File: config.mk
export PLATFORM = sky130hd
export DESIGN_NAME = dma_priority_resolver
export DESIGN_NICKNAME = d
export VERILOG_FILES = /design/src/rtl/dma_pkg.sv /design/src/rtl/dma_prio_picker.sv /design/src/rtl/dma_priority_resolver.sv
export SDC_FILE = /design/constraint.sdc
export NUM_CORES = 1
export LEC_CHECK = 0
export CAP_MARGIN = 20
export CORE_ASPECT_RATIO = 0.8
export CORE_MARGIN = 1.5
export CORE_UTILIZATION = 40
export CTS_BUF_LIST = sky130_fd_sc_hd__clkbuf_4 sky130_fd_sc_hd__clkbuf_8 sky130_fd_sc_hd__clkbuf_16
export DETAILED_ROUTE_END_ITERATION = 7
export PLACE_DENSITY = 0.9
export SLEW_MARGIN = 20
export SYNTH_ARGS = -nofsm -noshare
export SYNTH_HDL_FRONTEND = slang
export SYNTH_SLANG_ARGS = --single-unit
File: constraint.sdc
create_clock -name CLK -period 1.5 [get_ports CLK]
set_input_delay 0.15 -clock CLK [delete_from_list [all_inputs] [get_ports CLK]]
set_output_delay 0.15 -clock CLK [all_outputs]
set_load 0.005 [all_outputs]
File: src/rtl/dma_pkg.sv
// rtl/dma_pkg.sv - shared types and constants for the DMA priority resolver
package dma_pkg;

  localparam int NCH = 4;

  localparam int CMD_DISABLE   = 2;
  localparam int CMD_ROTATE    = 4;
  localparam int CMD_DREQ_LOW  = 6;
  localparam int CMD_DACK_HIGH = 7;

  typedef enum logic [1:0] {
    IDLE,
    REQ,
    GRANT
  } prState_t;

  function automatic logic [3:0] onehot4(input logic [1:0] ch);
    onehot4 = 4'b0001 << ch;
  endfunction

endpackage

File: src/rtl/dma_prio_picker.sv
// rtl/dma_prio_picker.sv - combinational picker; scans hi, hi+1, hi+2, hi+3 (mod 4)
module dma_prio_picker (
  input  logic [3:0] req,
  input  logic [1:0] hi,
  output logic       found,
  output logic [1:0] ch
);

  logic [1:0] idx;

  // Scan from lowest to highest priority so the highest-priority hit is written last.
  always_comb begin
    found = 1'b0;
    ch    = hi;
    idx   = hi;
    for (int i = 3; i >= 0; i--) begin
      idx = hi + 2'(i);
      if (req[idx]) begin
        found = 1'b1;
        ch    = idx;
      end
    end
  end

endmodule

File: src/rtl/dma_priority_resolver.sv
// rtl/dma_priority_resolver.sv - 8237A-style channel arbitration and HRQ/HLDA/DACK handshake
module dma_priority_resolver
  import dma_pkg::*;
#(
  parameter int NCH = 4
) (
  input  logic           CLK,
  input  logic           RESET,
  input  logic [NCH-1:0] DREQ,
  input  logic [7:0]     commandReg,
  input  logic [7:0]     requestReg,
  input  logic [7:0]     maskReg,
  input  logic           HLDA,
  input  logic           svcDone,
  output logic           HRQ,
  output logic [NCH-1:0] DACK,
  output logic           grantValid,
  output logic [1:0]     grantCh,
  output logic [NCH-1:0] swReqClr
);

  prState_t state, state_nxt;

  logic [NCH-1:0] dreq_q;
  logic [NCH-1:0] sreq;
  logic [NCH-1:0] ereq;
  logic [NCH-1:0] dack_int;
  logic [1:0]     hi;
  logic [1:0]     hi_eff;
  logic [1:0]     win_ch;
  logic           win_found;
  logic           take_grant;
  logic           svc_end;
  logic           disabled;

  assign sreq     = dreq_q ^ {NCH{commandReg[CMD_DREQ_LOW]}};
  assign ereq     = (sreq & ~maskReg[NCH-1:0]) | requestReg[NCH-1:0];
  assign hi_eff   = commandReg[CMD_ROTATE] ? hi : 2'd0;
  assign disabled = commandReg[CMD_DISABLE];

  dma_prio_picker u_picker (
    .req   (ereq),
    .hi    (hi_eff),
    .found (win_found),
    .ch    (win_ch)
  );

  always_ff @(posedge CLK) begin
    if (RESET) begin
      state <= IDLE;
    end else begin
      state <= state_nxt;
    end
  end

  // svcDone takes precedence over an HLDA drop in the same cycle.
  always_comb begin
    state_nxt  = state;
    take_grant = 1'b0;
    svc_end    = 1'b0;
    case (state)
      IDLE: begin
        if (win_found && !disabled) state_nxt = REQ;
      end
      REQ: begin
        if (!win_found || disabled) begin
          state_nxt = IDLE;
        end else if (HLDA) begin
          state_nxt  = GRANT;
          take_grant = 1'b1;
        end
      end
      GRANT: begin
        if (svcDone) begin
          state_nxt = IDLE;
          svc_end   = 1'b1;
        end else if (!HLDA) begin
          state_nxt = IDLE;
        end
      end
      default: state_nxt = IDLE;
    endcase
  end

  always_ff @(posedge CLK) begin
    if (RESET) begin
      dreq_q   <= '0;
      hi       <= 2'd0;
      grantCh  <= 2'd0;
      swReqClr <= '0;
    end else begin
      dreq_q <= DREQ;
      if (take_grant) grantCh <= win_ch;
      if (svc_end) hi <= grantCh + 2'd1;
      swReqClr <= (svc_end && requestReg[grantCh]) ? onehot4(grantCh) : '0;
    end
  end

  assign HRQ        = (state != IDLE);
  assign grantValid = (state == GRANT);
  assign dack_int   = grantValid ? onehot4(grantCh) : '0;
  assign DACK       = dack_int ^ {NCH{~commandReg[CMD_DACK_HIGH]}};

  logic unused_cfg;
  assign unused_cfg = ^{commandReg[5], commandReg[3], commandReg[1:0],
                        requestReg[7:4], maskReg[7:4]};

endmodule

======== Word-level counts from Yosys, hierarchy flattened ========
Cells that the tools add are included.
cells by class
  bitwise logic cells ..................... 7
  $lt $le $gt $ge ......................... 5
  add/subtract/negate cells ............... 4
  eq/ne operators ......................... 5
  muxes and demuxes ....................... 31
  reduce and logical (&&, ||, !) cells .... 9
  shift operators ......................... 1
operators by type and width
  cell                                                         count
  two-way mux 2 bit                                            10
  two-way mux 1 bit                                            14
  less-than comparator 2 x 3 -> 1 bit (second input constant)  4
  binary-select mux 1 bit (select 2 bit)                       5
  bitwise XOR 4 bit                                            2
  != test 3 bit (second input constant)                        2
  case mux 2 bit (3 select lines)                              1
  adder 2 x 1 -> 2 bit (second input constant)                 2
  adder 2 bit (second input constant)                          2
  bitwise AND 4 bit                                            1
  less-than comparator 2 x 4 -> 1 bit (second input constant)  1
  two-way mux 4 bit                                            1
  NOT 4 bit                                                    1
  bitwise OR 4 bit                                             1
  left shift 1 x 2 -> 4 bit (first input constant)             1
  AND reduction 3 bit                                          1
  equality test 2 x 1 -> 1 bit (second input constant)         1
  equality test 2 bit (second input constant)                  1
  logical AND 1 bit                                            2
  zero test 1 bit                                              2
  zero test 2 bit                                              1
  != test 2 bit (second input constant)                        1
  NOT 1 bit                                                    2
  nonzero test 2 bit                                           1
  other kinds (2)                                              2
word-level totals
  logic and storage cells ................. 67
  bits in registers ....................... 14
  output and inout bits ................... 12
  input bits .............................. 32

======== Logic depth before layout (Yosys ltp) ========
  depth after elaboration ................. 13
  gate-level depth with buffers ........... 7
  depth with buffers taken out ............ 6

======== By module ========
Synthesis repeated with hierarchy kept, for this count alone.
second synthesis, totals
  cells, all modules ...................... 89
  area, all modules ....................... 797.0 µm²
modules (own cells, without submodules)
  module                 area each (µm²)  cells an instance  instances
  dma_priority_resolver  696.9            73                 1
  dma_prio_picker        100.1            16                 1

======== Worst setup path after synthesis ========
OpenSTA, ideal clock, no wires.
  path type ............................... reg2reg
  start ................................... register dreq_q[1]
  end ..................................... register grantCh[1]
  slack ................................... 132 ps
  path buffers ............................ 0
  library setup time ...................... 132 ps
  arrival time ............................ 1236 ps
  data required time ...................... 1368 ps
  cell stages (with the launch flop) ...... 7
  clock period less this slack ............ 1368 ps
  path through ............................ dfxtp_1 > xnor2_2 > o21bai_4 > nor2_2 > a211o_1 > a32oi_1 > o32ai_1
on the way
  cells in the longest elaborated chain, start to end .. 13
  elaborated cells on any way between the ends .. 23
  those cells by class .................... 18 x mux; 3 x bitwise; 2 x reduce/logical
RTL lines
  item                                     RTL line                     text
  from (decl)                              dma_priority_resolver.sv:24  logic [NCH-1:0] dreq_q;
  from (signal assigned)                   dma_priority_resolver.sv:87  dreq_q <= '0;
  from (signal assigned)                   dma_priority_resolver.sv:92  dreq_q <= DREQ;
  bitwise XOR 4 bit *                      dma_priority_resolver.sv:36  assign sreq = dreq_q ^ {NCH{commandReg[CMD_DREQ_LOW]}};
  bitwise AND 4 bit *                      dma_priority_resolver.sv:37  assign ereq = (sreq & ~maskReg[NCH-1:0]) | requestReg[NCH-1:0];
  bitwise OR 4 bit *                       dma_priority_resolver.sv:37
  binary-select mux 1 bit (select 2 bit)   dma_prio_picker.sv:18        if (req[idx]) begin
  two-way mux 1 bit (implied by the code)  dma_prio_picker.sv:18
  two-way mux 1 bit (4 in series)          dma_prio_picker.sv:18
  zero test 1 bit                          dma_priority_resolver.sv:66  if (!win_found || disabled) begin
  logical OR 1 bit                         dma_priority_resolver.sv:66
  two-way mux 1 bit                        dma_priority_resolver.sv:66
  two-way mux 1 bit                        dma_priority_resolver.sv:61  case (state)
  to (signal assigned)                     dma_priority_resolver.sv:93  if (take_grant) grantCh <= win_ch;
  to (decl)                                dma_priority_resolver.sv:18  output logic [1:0] grantCh,
Every way passes the cells marked *; elsewhere a longest branch is shown, timed or not. The select of a mux whose other input is x is not followed.
A chain may end at the register's enable or synchronous reset.

======== Final worst setup path ========
  start ................................... register dreq_q[0]
  end ..................................... register grantCh[1]
Same word-level chain as after synthesis.

==> flow_summary_export.csv <==
group,metric,value,unit
logic_synthesis,synth.mux.area_fraction,0.02413,
logic_synthesis,synth-simple-area-share,0.2319,
clock_network,clock_tree.buffer_depth,2,
run_status,violations,"setup timing",
grt,grtUsageTotal,0.2022,
grt,grtUsageMet2,0.3586,
place,gp_congestion,0.9989,
grt,grt_first_pass_wirelength,3960,um
timing,fmax,0.6305,GHz
floorplanning,std_cell_rows,15,
drt,detail_route.wl_per_cell,16.44,um
timing,max-slew-margin-rel,0.7316,
timing,timing.final.crit_share,1.057,
place,io_buffer_count,31,
logic_synthesis,yosysSeqAreaShare,0.3003,
logic_synthesis,ys.flop_type,"dfxtp_1",
grt,busiest_layer,"met2",
setup_path,cp_max_fo,8,
timing,fin_worst_hold_slack,385.2,ps
grt,gr-total-overflow,0,
logic_synthesis,synthesis.area,933.4,um2
hold_path,worst_hold_path_type,"primary input to flip-flop",
run_status,status,"complete, but fails checks",
logic_synthesis,synthesis.instances,107,
timing,setup_viol,1,
timing,finalClockSkew,3.727,ps
grt,grt_pass1_vias,856,
floorplanning,placeableCoreArea,0.002177,mm2
drt,detail_route.iter0.violations,29,
floorplanning,start_util,0.4287,
floorplanning,fp.dieArea,0.002634,mm2
place,place_ws,-458.0,ps
pwr,power_density,631.3,mW/mm2
logic_synthesis,synth.net_count,143,
logic_synthesis,synth_top_family_by_area,"compound AO/OA/AOI/OAI gates",
flow_run,number_of_max_cap_violations,0,
final_layout,drive_gt1_frac,0.3355,
timing,maxSlewViolCount,0,
clock_network,root_buffer,"clkbuf_4",
clock_network,cts-htree-levels,1,
setup_path,crit_arrival,1770,ps
drt,post_drt_via_cell_ratio,5.537,
clock_network,cts.clk_slew.worst_paths,100,ps
final_layout,antenna-diode-count,0,
logic_synthesis,synth_enable_flop_cells,0,
grt,grt_max_degree,13,
logic_synthesis,yosys.area_share.xor_xnor,0.09920,
floorplanning,die_width,57.01,um
drt,count_of_nets_left_with_antenna_violations_after_detail_routing,0,
final_layout,area_delta_synth_final,56.17,%
place,post-dp-hpwl,1975,um
clock_network,clk_latency,300,ps
logic_synthesis,post_synth_num_cell_types,38,
floorplanning,ios,44,
timing,timing_hold_violations_final,0,
grt,grtUsageMet3,0.04775,
clock_network,cts-buffers-inserted,3,
clock_network,tritoncts,"yes",
logic_synthesis,synth_fa_ha_area_frac,0.05362,
logic_synthesis,yosys-top-cells-area,"dfxtp_1 30%, o21bai_4 6.0%, ha_1 5.4%",
setup_path,crit_path_start_kind,"flip-flop",
logic_synthesis,count_of_yosys_warnings_during_synthesis,0,
logic_synthesis,yosys.area.top_type_share,0.3003,
floorplanning,chipHeight,46.21,um
timing,setup_slack,-86.07,ps
grt,use_met1,0.2365,
logic_synthesis,yosysTopAreaCell,"dfxtp_1",
drt,route.detailed.drc,0,
timing,rsz0062_at_grt,"yes",
setup_path,critical_path_rt,1690,ps
logic_synthesis,postSynthRegisterBits,14,
pwr,power.leakage,0.5812,nW
drt,detailedRoute.firstPassIterationCount,4,
logic_synthesis,synth-compound-area-share,0.2413,
logic_synthesis,syn_area_per_cell,8.723,um2
timing,fin_crit_period,1586,ps
drt,wirelength,2909,um
pwr,vdd_drop_max,435.4,uV
timing,tightest_slew,402.6,ps
final_layout,nNetsFinal,189,
logic_synthesis,post_synth_arst_share,0,
drt,detailroute.via_count,980,
setup_path,worstSetupPathType,"flip-flop to flip-flop",
clock_network,cts_num_sinks,14,
grt,grt_antenna_before_repair,0,
setup_path,timing.critical_path.to_type,"flip-flop",
per-stage QoR:
step | util | cells | total power, W | area [um2] | setup TNS [ps]
global placement | 0.6144 | 170 | 0.0005957 | 1338 | -1497
detailed placement | 0.6144 | 170 | 0.0006037 | 1338 | -1968
global route | 0.6695 | 177 | 0.0009543 | 1458 | -211.6
finish | 0.6695 | 177 | 0.0009201 | 1458 | -86.07
floorplan | - | 107 | 0.0004959 | 933.4 | 0
CTS | 0.6356 | 175 | 0.0008845 | 1384 | -64.24
logic make-up (layout without fill, tap and decap cells):
family                   after synthesis  in the layout
AO/OA/AOI/OAI                         27             27
XOR/XNOR                               8              8
adder cells (fa/ha/maj)                4              4
buffers and inverters                 10             55
flip-flops                            14             14
multiplexers                           1              1
AND/OR/NAND/NOR                       43             43
repair_timing:
action / in CTS / in global routing
setup buffers: 1 / 2
cloned: 0 / 0
hold buffers: 0 / 0
pin swaps: 0 / 11
setup endpoints to repair: 10 / 8
resized for setup: 20 / 22
path summary, 6_finish.rpt:
kind              startpoint  cells after the start    endpoint  slack, ps
hold reg to reg        hi[1]                      2       hi[1]        640
hold / removal       DREQ[0]                      2   dreq_q[0]        390
setup reg to reg   dreq_q[0]                      6  grantCh[1]        -90
setup / recovery   dreq_q[0]                      6  grantCh[1]        -90
power by group:
| group | leakage [nW] | switching, W | internal, W | total (W) |
|---|---|---|---|---|
| clock | 0.0210 | 0.000146 | 0.000148 | 0.000294 |
| sequential | 0.117 | 0.00000762 | 0.000380 | 0.000387 |
| combinational | 0.443 | 0.000106 | 0.000133 | 0.000239 |
cell usage after synthesis (2+ instances only):
cell,number
ha_1,4
nor2b_1,6
a32oi_1,2
nand3_1,3
and2_1,4
xor2_1,4
o21ai_0,3
clkbuf_1,3
nor2_1,8
dfxtp_1,14
xnor2_2,3
nor3b_1,2
o21bai_4,3
inv_1,5
nand2b_1,3
a21oi_1,6
nand2_1,13
layer usage:
metal  up-vias  wire [um]
met4         0         75
li1        460          -
met3         9        192
met1       466       1208
met5         -          0
met2        45       1432
layout make-up:
cell class | count | area, um2
sequential | 14 | 290.3
multi-input combinational | 83 | 669.4
tap | 25 | 31.28
timing repair buffer | 46 | 411.6
fill | 146 | 719.4
inverter | 5 | 18.77
clock buffer | 4 | 36.28
critical path, cell delays in order (launching register included):
cell and delay [ps]:
dfxtp_2 340, xnor2_2 140, o21bai_4 300, nor2_4 80
a211o_1 260, a32oi_1 220, o32ai_1 120
sequential cells by signal, summed over array words and instances, names as in the netlist:
register / flops
dreq_q: 4
grantCh: 2
hi: 2
state: 2
swReqClr: 4
cell usage in the layout, fill, tap and decap left out, types with 4 or more instances in the layout:
cell / netlist / routed
clkdlybuf4s50_1: 0 / 24
nor2_1: 8 / 6
xnor2_2: 3 / 4
dfxtp_1: 14 / 8
nor2b_1: 6 / 5
dfxtp_2: 0 / 5
buf_4: 0 / 12
xor2_1: 4 / 4
nand2_1: 13 / 11
a21oi_1: 6 / 6
o21bai_4: 3 / 4
ha_1: 4 / 4
and2_1: 4 / 4
Power figures use the tool's default switching activity.
